## config.mk

```make
export PLATFORM = sky130hd
export DESIGN_NAME = ai_move_m
export DESIGN_NICKNAME = d
export VERILOG_FILES = /design/src/rtl/ai_move_m_pkg.sv /design/src/rtl/ai_move_m_line_eval.sv /design/src/rtl/ai_move_m.sv
export SDC_FILE = /design/constraint.sdc
export NUM_CORES = 1
export LEC_CHECK = 0
export CAP_MARGIN = 30
export CORE_AREA = 3 3 71 73
export DETAILED_ROUTE_END_ITERATION = 16
export DIE_AREA = 0 0 74 76
export PLACE_DENSITY = 0.76
export RECOVER_POWER = 50
export SLEW_MARGIN = 20
export SYNTH_ARGS = -nofsm -noshare
export SYNTH_HDL_FRONTEND = slang
export SYNTH_SLANG_ARGS = --single-unit
export TNS_END_PERCENT = 100
```

## constraint.sdc

```tcl
create_clock -name clk -period 5.2 [get_ports clk]
set_clock_uncertainty 0.15 [all_clocks]
set_input_delay 0.52 -clock clk [delete_from_list [all_inputs] [get_ports clk]]
set_output_delay 0.52 -clock clk [all_outputs]
set_load 0.005 [all_outputs]
```

## src/rtl/ai_move_m_pkg.sv

```systemverilog
// Shared types, encodings and line/preference tables for the tic-tac-toe AI move generator.
package ai_move_m_pkg;

    typedef logic        flag_t;
    typedef logic [1:0]  cell_t;
    typedef cell_t [8:0] board_t;
    typedef logic [3:0]  index_t;

    localparam cell_t CELL_BLANK = 2'd0;
    localparam cell_t CELL_X     = 2'd1;
    localparam cell_t CELL_O     = 2'd2;
    localparam cell_t CELL_AI    = CELL_O;
    localparam cell_t CELL_OPP   = CELL_X;

    localparam flag_t TURN_PLAYER = 1'b0;
    localparam flag_t TURN_AI     = 1'b1;

    localparam index_t INDEX_INVALID = 4'd15;
    localparam int     NUM_LINES     = 8;

    localparam logic [2:0] AI_IDLE       = 3'd0;
    localparam logic [2:0] AI_SCAN_WIN   = 3'd1;
    localparam logic [2:0] AI_SCAN_BLOCK = 3'd2;
    localparam logic [2:0] AI_SELECT     = 3'd3;
    localparam logic [2:0] AI_SUBMIT     = 3'd4;
    localparam logic [2:0] AI_WAIT_TURN  = 3'd5;

    // Cell index of position i (0..2) on line l: rows, columns, then diagonals.
    function automatic index_t line_cell(input logic [2:0] l, input logic [1:0] i);
        index_t c0, c1, c2;
        case (l)
            3'd0:    begin c0 = 4'd0; c1 = 4'd1; c2 = 4'd2; end
            3'd1:    begin c0 = 4'd3; c1 = 4'd4; c2 = 4'd5; end
            3'd2:    begin c0 = 4'd6; c1 = 4'd7; c2 = 4'd8; end
            3'd3:    begin c0 = 4'd0; c1 = 4'd3; c2 = 4'd6; end
            3'd4:    begin c0 = 4'd1; c1 = 4'd4; c2 = 4'd7; end
            3'd5:    begin c0 = 4'd2; c1 = 4'd5; c2 = 4'd8; end
            3'd6:    begin c0 = 4'd0; c1 = 4'd4; c2 = 4'd8; end
            default: begin c0 = 4'd2; c1 = 4'd4; c2 = 4'd6; end
        endcase
        case (i)
            2'd0:    return c0;
            2'd1:    return c1;
            default: return c2;
        endcase
    endfunction

    // Fallback preference: centre, corners, then edges.
    function automatic index_t select_cell(input logic [3:0] k);
        case (k)
            4'd0:    return 4'd4;
            4'd1:    return 4'd0;
            4'd2:    return 4'd2;
            4'd3:    return 4'd6;
            4'd4:    return 4'd8;
            4'd5:    return 4'd1;
            4'd6:    return 4'd3;
            4'd7:    return 4'd5;
            default: return 4'd7;
        endcase
    endfunction

endpackage

```

## src/rtl/ai_move_m_line_eval.sv

```systemverilog
// Evaluates one board line: hits when it holds exactly two of `mark` and one blank.
module line_eval_m
    import ai_move_m_pkg::*;
(
    input  cell_t      a,
    input  cell_t      b,
    input  cell_t      c,
    input  cell_t      mark,
    output logic       hit,
    output logic [1:0] pos
);

    logic [1:0] mark_count;
    logic [1:0] blank_count;

    always_comb begin
        mark_count  = {1'b0, a == mark} + {1'b0, b == mark} + {1'b0, c == mark};
        blank_count = {1'b0, a == CELL_BLANK} + {1'b0, b == CELL_BLANK} + {1'b0, c == CELL_BLANK};
        hit         = (mark_count == 2'd2) && (blank_count == 2'd1);
        pos         = 2'd0;
        if (c == CELL_BLANK) pos = 2'd2;
        if (b == CELL_BLANK) pos = 2'd1;
        if (a == CELL_BLANK) pos = 2'd0;
    end

endmodule

```

## src/rtl/ai_move_m.sv

```systemverilog
// Computer opponent: on the player->AI turn edge, scans a board snapshot for win, block,
// then preference order, and strobes the chosen cell to board_m via submit.
module ai_move_m
    import ai_move_m_pkg::*;
#(
    parameter int SUBMIT_CYCLES = 2,
    parameter int ENABLE_BLOCK  = 1
) (
    input  logic   clk,
    input  logic   reset,
    input  flag_t  turn,
    input  board_t board,
    output index_t update_loc,
    output flag_t  submit,
    output logic   busy,
    output logic   no_move
);

    localparam int              HOLD_W    = $clog2(SUBMIT_CYCLES + 1);
    localparam logic [HOLD_W-1:0] HOLD_LAST = HOLD_W'(SUBMIT_CYCLES);
    localparam logic [2:0]      LAST_LINE = 3'(NUM_LINES - 1);

    logic [2:0]        state;
    logic [2:0]        line;
    logic [HOLD_W-1:0] hold;
    flag_t             turn_q;
    board_t            snap;

    cell_t             scan_mark;
    logic              line_hit;
    logic [1:0]        line_pos;
    logic              sel_found;
    index_t            sel_idx;
    logic              abort;

    assign scan_mark = (state == AI_SCAN_BLOCK) ? CELL_OPP : CELL_AI;
    assign abort     = (turn == TURN_PLAYER);

    line_eval_m u_line_eval (
        .a    (snap[line_cell(line, 2'd0)]),
        .b    (snap[line_cell(line, 2'd1)]),
        .c    (snap[line_cell(line, 2'd2)]),
        .mark (scan_mark),
        .hit  (line_hit),
        .pos  (line_pos)
    );

    // Walk the preference list backwards so the earliest blank entry ends up selected.
    always_comb begin
        sel_found = 1'b0;
        sel_idx   = INDEX_INVALID;
        for (int k = 8; k >= 0; k--) begin
            if (snap[select_cell(4'(k))] == CELL_BLANK) begin
                sel_found = 1'b1;
                sel_idx   = select_cell(4'(k));
            end
        end
    end

    always_ff @(posedge clk) begin
        if (reset) begin
            state      <= AI_IDLE;
            update_loc <= INDEX_INVALID;
            submit     <= 1'b0;
            busy       <= 1'b0;
            no_move    <= 1'b0;
            turn_q     <= TURN_PLAYER;
            line       <= 3'd0;
            hold       <= '0;
            snap       <= '0;
        end else begin
            turn_q  <= turn;
            no_move <= 1'b0;
            case (state)
                AI_IDLE: begin
                    if (turn == TURN_AI && turn_q == TURN_PLAYER) begin
                        snap  <= board;
                        line  <= 3'd0;
                        busy  <= 1'b1;
                        state <= AI_SCAN_WIN;
                    end
                end
                AI_SCAN_WIN, AI_SCAN_BLOCK: begin
                    if (abort) begin
                        state <= AI_IDLE;
                        busy  <= 1'b0;
                        submit <= 1'b0;
                    end else if (line_hit) begin
                        update_loc <= line_cell(line, line_pos);
                        submit     <= 1'b1;
                        hold       <= HOLD_W'(1);
                        state      <= AI_SUBMIT;
                    end else if (line == LAST_LINE) begin
                        line  <= 3'd0;
                        state <= (state == AI_SCAN_WIN && ENABLE_BLOCK != 0) ? AI_SCAN_BLOCK : AI_SELECT;
                    end else begin
                        line <= line + 3'd1;
                    end
                end
                AI_SELECT: begin
                    if (abort) begin
                        state  <= AI_IDLE;
                        busy   <= 1'b0;
                        submit <= 1'b0;
                    end else if (sel_found) begin
                        update_loc <= sel_idx;
                        submit     <= 1'b1;
                        hold       <= HOLD_W'(1);
                        state      <= AI_SUBMIT;
                    end else begin
                        no_move <= 1'b1;
                        busy    <= 1'b0;
                        state   <= AI_IDLE;
                    end
                end
                // hold counts clocks since submit rose; board_m commits on the falling edge.
                AI_SUBMIT: begin
                    if (abort) begin
                        state  <= AI_IDLE;
                        busy   <= 1'b0;
                        submit <= 1'b0;
                        hold   <= '0;
                    end else if (hold == HOLD_LAST) begin
                        submit <= 1'b0;
                        hold   <= '0;
                        state  <= AI_WAIT_TURN;
                    end else begin
                        hold <= hold + HOLD_W'(1);
                    end
                end
                AI_WAIT_TURN: begin
                    if (turn == TURN_PLAYER) begin
                        state <= AI_IDLE;
                        busy  <= 1'b0;
                    end
                end
                default: begin
                    state  <= AI_IDLE;
                    busy   <= 1'b0;
                    submit <= 1'b0;
                end
            endcase
        end
    end

endmodule

```

### Word-level counts from Yosys, hierarchy flattened

Index checks and enable logic that the tools add are counted.

* output and inout bits: 7
* register bits after elaboration: 34
* input port bits: 21
* logic and storage cells: 168

* mux-type cells: 73
* reduce and logical (&&, ||, !) cells: 33
* equal/unequal tests: 32
* bitwise logic cells: 4
* order comparisons: 3
* add/subtract/negate cells: 6

Operators with widths (count)
* 2-to-1 mux 4 bit: 13
* 2-to-1 mux 3 bit: 13
* zero test 2 bit: 13
* 2-to-1 mux 2 bit: 13
* binary-select mux 2 bit (select 4 bit): 3
* one-hot mux 3 bit (4 select lines): 2
* 2-to-1 mux 1 bit: 21
* == test 3 bit (second input constant): 6
* != test 2 bit (second input constant): 8
* one-hot mux 4 bit (2 select lines): 2
* one-hot mux 4 bit (4 select lines): 1
* less-than comparator 4 x 5 -> 1 bit (second input constant): 3
* one-hot mux 3 bit (5 select lines): 1
* == test 3 x 2 -> 1 bit (second input constant): 4
* != test 3 bit (second input constant): 4
* AND reduction 4 bit: 3
* AND reduction 5 bit: 2
* OR reduction 3 bit: 3
* == test 2 bit: 3
* == test 3 x 1 -> 1 bit (second input constant): 2
* zero test 3 bit: 2
* one-hot mux 2 bit (3 select lines): 1
* one-hot mux 3 bit (2 select lines): 1
* adder 1 x 1 -> 2 bit: 2
* other kinds (16): 25

### Longest topological paths before layout

Gate-level depths: netlist (run 1).

* depth in word-level cells: 14
* mapped depth: 18
* gate-level depth less buffers: 16

### By module

Synthesis (run 1) repeated with hierarchy kept, for this count alone.

* cell total of the unflattened synthesis: 303
* area total of the unflattened synthesis: 2446.1 um2

By module, submodules not included
* ai_move_m: sequential area each 680.7 um2, instances 1, area an instance 2301.0 um2, cells an instance 286
* line_eval_m: sequential area each 0.0 um2, instances 1, area an instance 145.1 um2, cells an instance 17

### Worst setup path before layout (run 1)

Ideal clock, no wire load.

* path kind: reg-to-reg
* start point: register line[0]
* end point: register update_loc[2]
* path slack: 0.640 ns
* cell stages (with the launch flop): 17
* buffers on the path: 2
* arrival: 4.341 ns
* data required time: 4.981 ns
* period minus slack after synthesis: 4.560 ns
* library setup time: 0.069 ns
* cell sequence: dfxtp_1 inv_1 ha_1 buf_6 mux2i_2 mux4_1 a21oi_1 nand4_1 nand2_1 fa_1 nor4bb_1 nand2_1 o31ai_1 a41oi_1 clkbuf_1 a311o_1 o21ai_1

* longest elaborated chain between the ends: 14
* elaborated cells between the ends (all ways): 42
* classes of those cells: add/sub (4); eq/ne (13); mux (16); reduce/logical (9)

RTL lines
* start: declaration: line ai_move_m.sv:24 `logic [2:0] line;`
* start signal: assignment: line ai_move_m.sv:97 `line <= line + 3'd1;`
* == test 3 bit (tied with other cells)
* OR reduction 3 bit (no line)
* one-hot mux 4 bit (4 select lines): line ai_move_m_pkg.sv:31 `case (l)`
* binary-select mux 2 bit (select 4 bit): line ai_move_m.sv:42 `.c (snap[line_cell(line, 2'd2)]),`
* 2-to-1 mux 2 bit (implied by the code): line ai_move_m.sv:42
* zero test 2 bit: line ai_move_m_line_eval.sv:18, ai_move_m_line_eval.sv:21
* 2-to-1 mux 2 bit: line ai_move_m_line_eval.sv:21 `if (c == CELL_BLANK) pos = 2'd2;`
* 2-to-1 mux 2 bit: line ai_move_m_line_eval.sv:22 `if (b == CELL_BLANK) pos = 2'd1;`
* 2-to-1 mux 2 bit: line ai_move_m_line_eval.sv:23 `if (a == CELL_BLANK) pos = 2'd0;`
* == test 2 x 1 -> 1 bit / zero test 2 bit (equally long branches): line ai_move_m_pkg.sv:41 `case (i)`
* one-hot mux 4 bit (2 select lines): line ai_move_m_pkg.sv:41
* 2-to-1 mux 4 bit: line ai_move_m.sv:88 `end else if (line_hit) begin`
* 2-to-1 mux 4 bit: line ai_move_m.sv:84 `if (abort) begin`
* one-hot mux 4 bit (2 select lines): line ai_move_m.sv:74 `case (state)`
* end signal: assignment: line ai_move_m.sv:89 `update_loc <= line_cell(line, line_pos);`
* end signal: assignment: line ai_move_m.sv:106 `update_loc <= sel_idx;`
* end: declaration: line ai_move_m.sv:13 `output index_t update_loc,`

Parallel ways exist; a longest one is shown, timed or not. The select of a mux whose other input is x is not followed.
A chain may end at the register's enable or synchronous reset.

### Worst setup path after layout (run 1)

Same ends and word-level chain as after synthesis.

==> impl_results.md, run 1 <==
- Max-Cap Viols: 0
- IO Count: 28
- Worst hold path type: register to register
- Clock transition at path regs: 70 ps
- Max Slew Vio Count: 0
- Final WL: 6.27 mm
- Post-Route Hold Slack: 318 ps
- CTS sink count: 34
- Number of global-route vias before repair: 2278
- Placement Cell Area: 2710 um^2
- Fin nets: 369
- Design area: 2810 um^2
- CTS Buffer Depth: 2
- Top cell type's share of synthesized area: 28.1%
- Setup WS pre-CTS: 441 ps
- Top FF cell, synth: dfxtp_1
- Count leader, synth: nand2_1
- RSZ-0062 raised after global routing: false
- Post-Syn Nets: 346
- CP endpoint: update_loc[2]
- Antenna-violating nets left: 0
- Number of remaining DRC errors: 0
- VDD IR-drop max: 0.000224 V
- Initial DRC Count: 178
- Die X: 74 um
- Crit path arrival time: 4790 ps
- DR WL/cell: 16.0 um
- GRT busiest layer: met2
- M1 GR Usage: 33.1%
- Layout cells sized above 1: 8.85%
- Via Count: 2448
- Die height: 76 um
- CTS tree: done
- #FFs+latches synth: 34
- Final Non-Filler Cells: 391
- Synth cell count leaders: nand2_1, dfxtp_1, a21oi_1
- Post-CTS Hold Fix Bufs: 0
- Post-synthesis async set-or-reset flop share: 0%
- Area grow syn2layout: 16.0%
- Post-CTS resize count: 0
- Vias per std cell: 6.26
- Crit path kind: register to register
- Gr usage total: 23.8%
- Cell Area, Synth: 2420 um^2
- Synth area leaders: dfxtp_1, nand2_1, a21oi_1, nor2_1, ha_1
- Skew-Pair Late Insertion Delay: 290 ps
- Synth area leader: dfxtp_1
- Row count: 24
- Setup WS post-layout: 473 ps
- Sequential cell area: 681 um^2
- Worst reg2reg path depth: 17
- Kind of end point of the critical path: register
- TritonCTS Buffers: 5
- First-pass GRT wire length: 10.6 mm
- R2r endpoint: update_loc[2]
- Tmin final: 4730 ps
- Global route overflow: 0
- Fill cells: 383
- PortBufs: 27
- Worst endpoint required time: 5270 ps
- GP Congestion: 0.895
- Number of antenna violations at the first check in global routing: 0
- Avg Cell Area, Syn: 7.69 um^2
- Status: completed
- Final core occ: 63.7%
- Core area: 4410 um^2
- Post-synth EDFFs: 0
- Reg-to-reg startpoint: line[0]
- HPWL after DPL: 4.68 mm
- Initial core utilization: 54.9%
- Placed Cells: 382
- Worst Path Max Fanout: 9
- Register area share after synthesis: 28.1%
- Diodes inserted: 0
- Worst setup path startpoint: line[0]
- Worst-Margin Slew: 1450 ps
- Setup slack, reg-to-reg: 470 ps
- Final setup viols: 0
- Post-layout power: 0.611 mW
- Crit share post-route: 90.9%
- GR Layer Usage met2: 36.1%
- Htree depth: 2
- Largest net degree at the start of global routing: 33
- Multi-input gate area: 1620 um^2
- Yosys warnings: 0
- Final Hold Fails: 0
- Worst Setup Start Kind: register
- Library cells used by synthesis: 66
- Mapped Cells: 315
- Setup TNS: 0 ps
- GRT met3 Usage: 4.35%
- Leak: 1.02 nW
- Relative slew slack: 3.19%
- Drt pass-1 iters: 5
- Postcts setup bufs: 0
- Clk root buf: clkbuf_8
- Fmax: 212 MHz
- Die area: 5620 um^2
- Pwr/cell area: 217 nW/um^2
## cell families after synthesis
family	after synthesis	synth area share [%]
AOI/OAI and AO/OA	86	23.5
and+or+nand+nor	142	29.2
buffers and inverters	29	5.47
DFF	34	28.1
muxes	14	7.95
adders and majority gates	10	5.78
## how the worst min path moves through the flow
stage,start,endpoint,depth (start not counted)
final,submit,submit,2
after global routing,submit,submit,2
after CTS,submit,submit,2
after detailed placement,submit,submit,2
after global placement,submit,submit,2
after floorplan,snap[3],snap[3],2
## worst max-delay path, cell delays in order, from the launching register on
cell and delay (ps):
dfxtp_1 430, inv_1 120, ha_1 320, or2_1 280, a211oi_2 340, mux4_1 420, a21oi_1 260, nand4_1 120
nand2_1 140, fa_1 430, nor4bb_2 400, nand2_1 120, o31ai_1 310, a41oi_1 140, clkbuf_4 270, nor3_1 190
a211oi_1 70, o21ai_1 130
## cell type report
type                    count  share of cell area [%]
clock buffers               6                    2.94
clock inverters             2                   0.445
inverters                  13                    1.74
multi-input cells         252                    57.5
flip-flops and latches     34                    24.2
well taps                  52                    2.32
repair buffers             32                    10.8
## metal layers
| layer | vias up | routed length (um) |
|---|---|---|
| met5 | - | 0 |
| met4 | 0 | 143 |
| met3 | 16 | 455 |
| met2 | 105 | 2810 |
| met1 | 1134 | 2860 |
| li1 | 1193 | - |
## flip-flops by register name, indices dropped and copies added (netlist names)
name and cells:
no_move 1, submit 1, state 3, snap 18, line 3, turn_q 1, update_loc 4, hold 2
busy 1
## power breakdown
| group | internal (mW) | switching, mW |
|---|---|---|
| sequential | 0.272 | 0.0180 |
| combinational | 0.0543 | 0.0642 |
| clock | 0.106 | 0.0964 |
| total | 0.432 | 0.178 |
## cells in the final DEF, fill, tap and decap left out, types with 2 or more instances in the layout
cell	count
nand2_1	55
dfxtp_1	34
a21oi_1	31
nor2_1	29
clkdlybuf4s50_1	18
o21ai_0	14
inv_1	13
nor3_1	9
dlygate4sd3_1	9
ha_1	8
mux2i_1	7
nand2b_1	6
clkbuf_8	6
nand3b_1	5
nand3_1	5
nor2b_1	4
nor3b_1	4
or3_1	4
o31ai_1	4
a22oi_1	3
nor4_1	3
mux2_2	3
a31oi_1	3
o22ai_1	3
a211oi_1	3
buf_4	3
a41oi_2	2
o21bai_1	2
mux4_1	2
nand4_1	2
nand4b_1	2
o21ai_1	2
and3_1	2
a2111oi_0	2
fa_1	2
Note: power is estimated with default switching activity, not from simulation.
==> inputs of run 2 (changes only) <==
--- a/config.mk
+++ b/config.mk
@@ -7,6 +7,7 @@
 export LEC_CHECK = 0
 export CAP_MARGIN = 30
 export CORE_AREA = 3 3 71 73
+export CTS_CLUSTER_DIAMETER = 80
 export DETAILED_ROUTE_END_ITERATION = 16
 export DIE_AREA = 0 0 74 76
 export PLACE_DENSITY = 0.76
==> results of run 2 <==
Final layout, timing and power as in run 1 (identical DEF).
==> inputs of run 3 (changes only) <==
--- a/config.mk
+++ b/config.mk
@@ -7,7 +7,7 @@
 export LEC_CHECK = 0
 export CAP_MARGIN = 30
 export CORE_AREA = 3 3 71 73
-export CTS_CLUSTER_DIAMETER = 80
+export CTS_CLUSTER_DIAMETER = 30
 export DETAILED_ROUTE_END_ITERATION = 16
 export DIE_AREA = 0 0 74 76
 export PLACE_DENSITY = 0.76
==> results of run 3 <==
Final layout, timing and power as in run 1 (identical DEF).
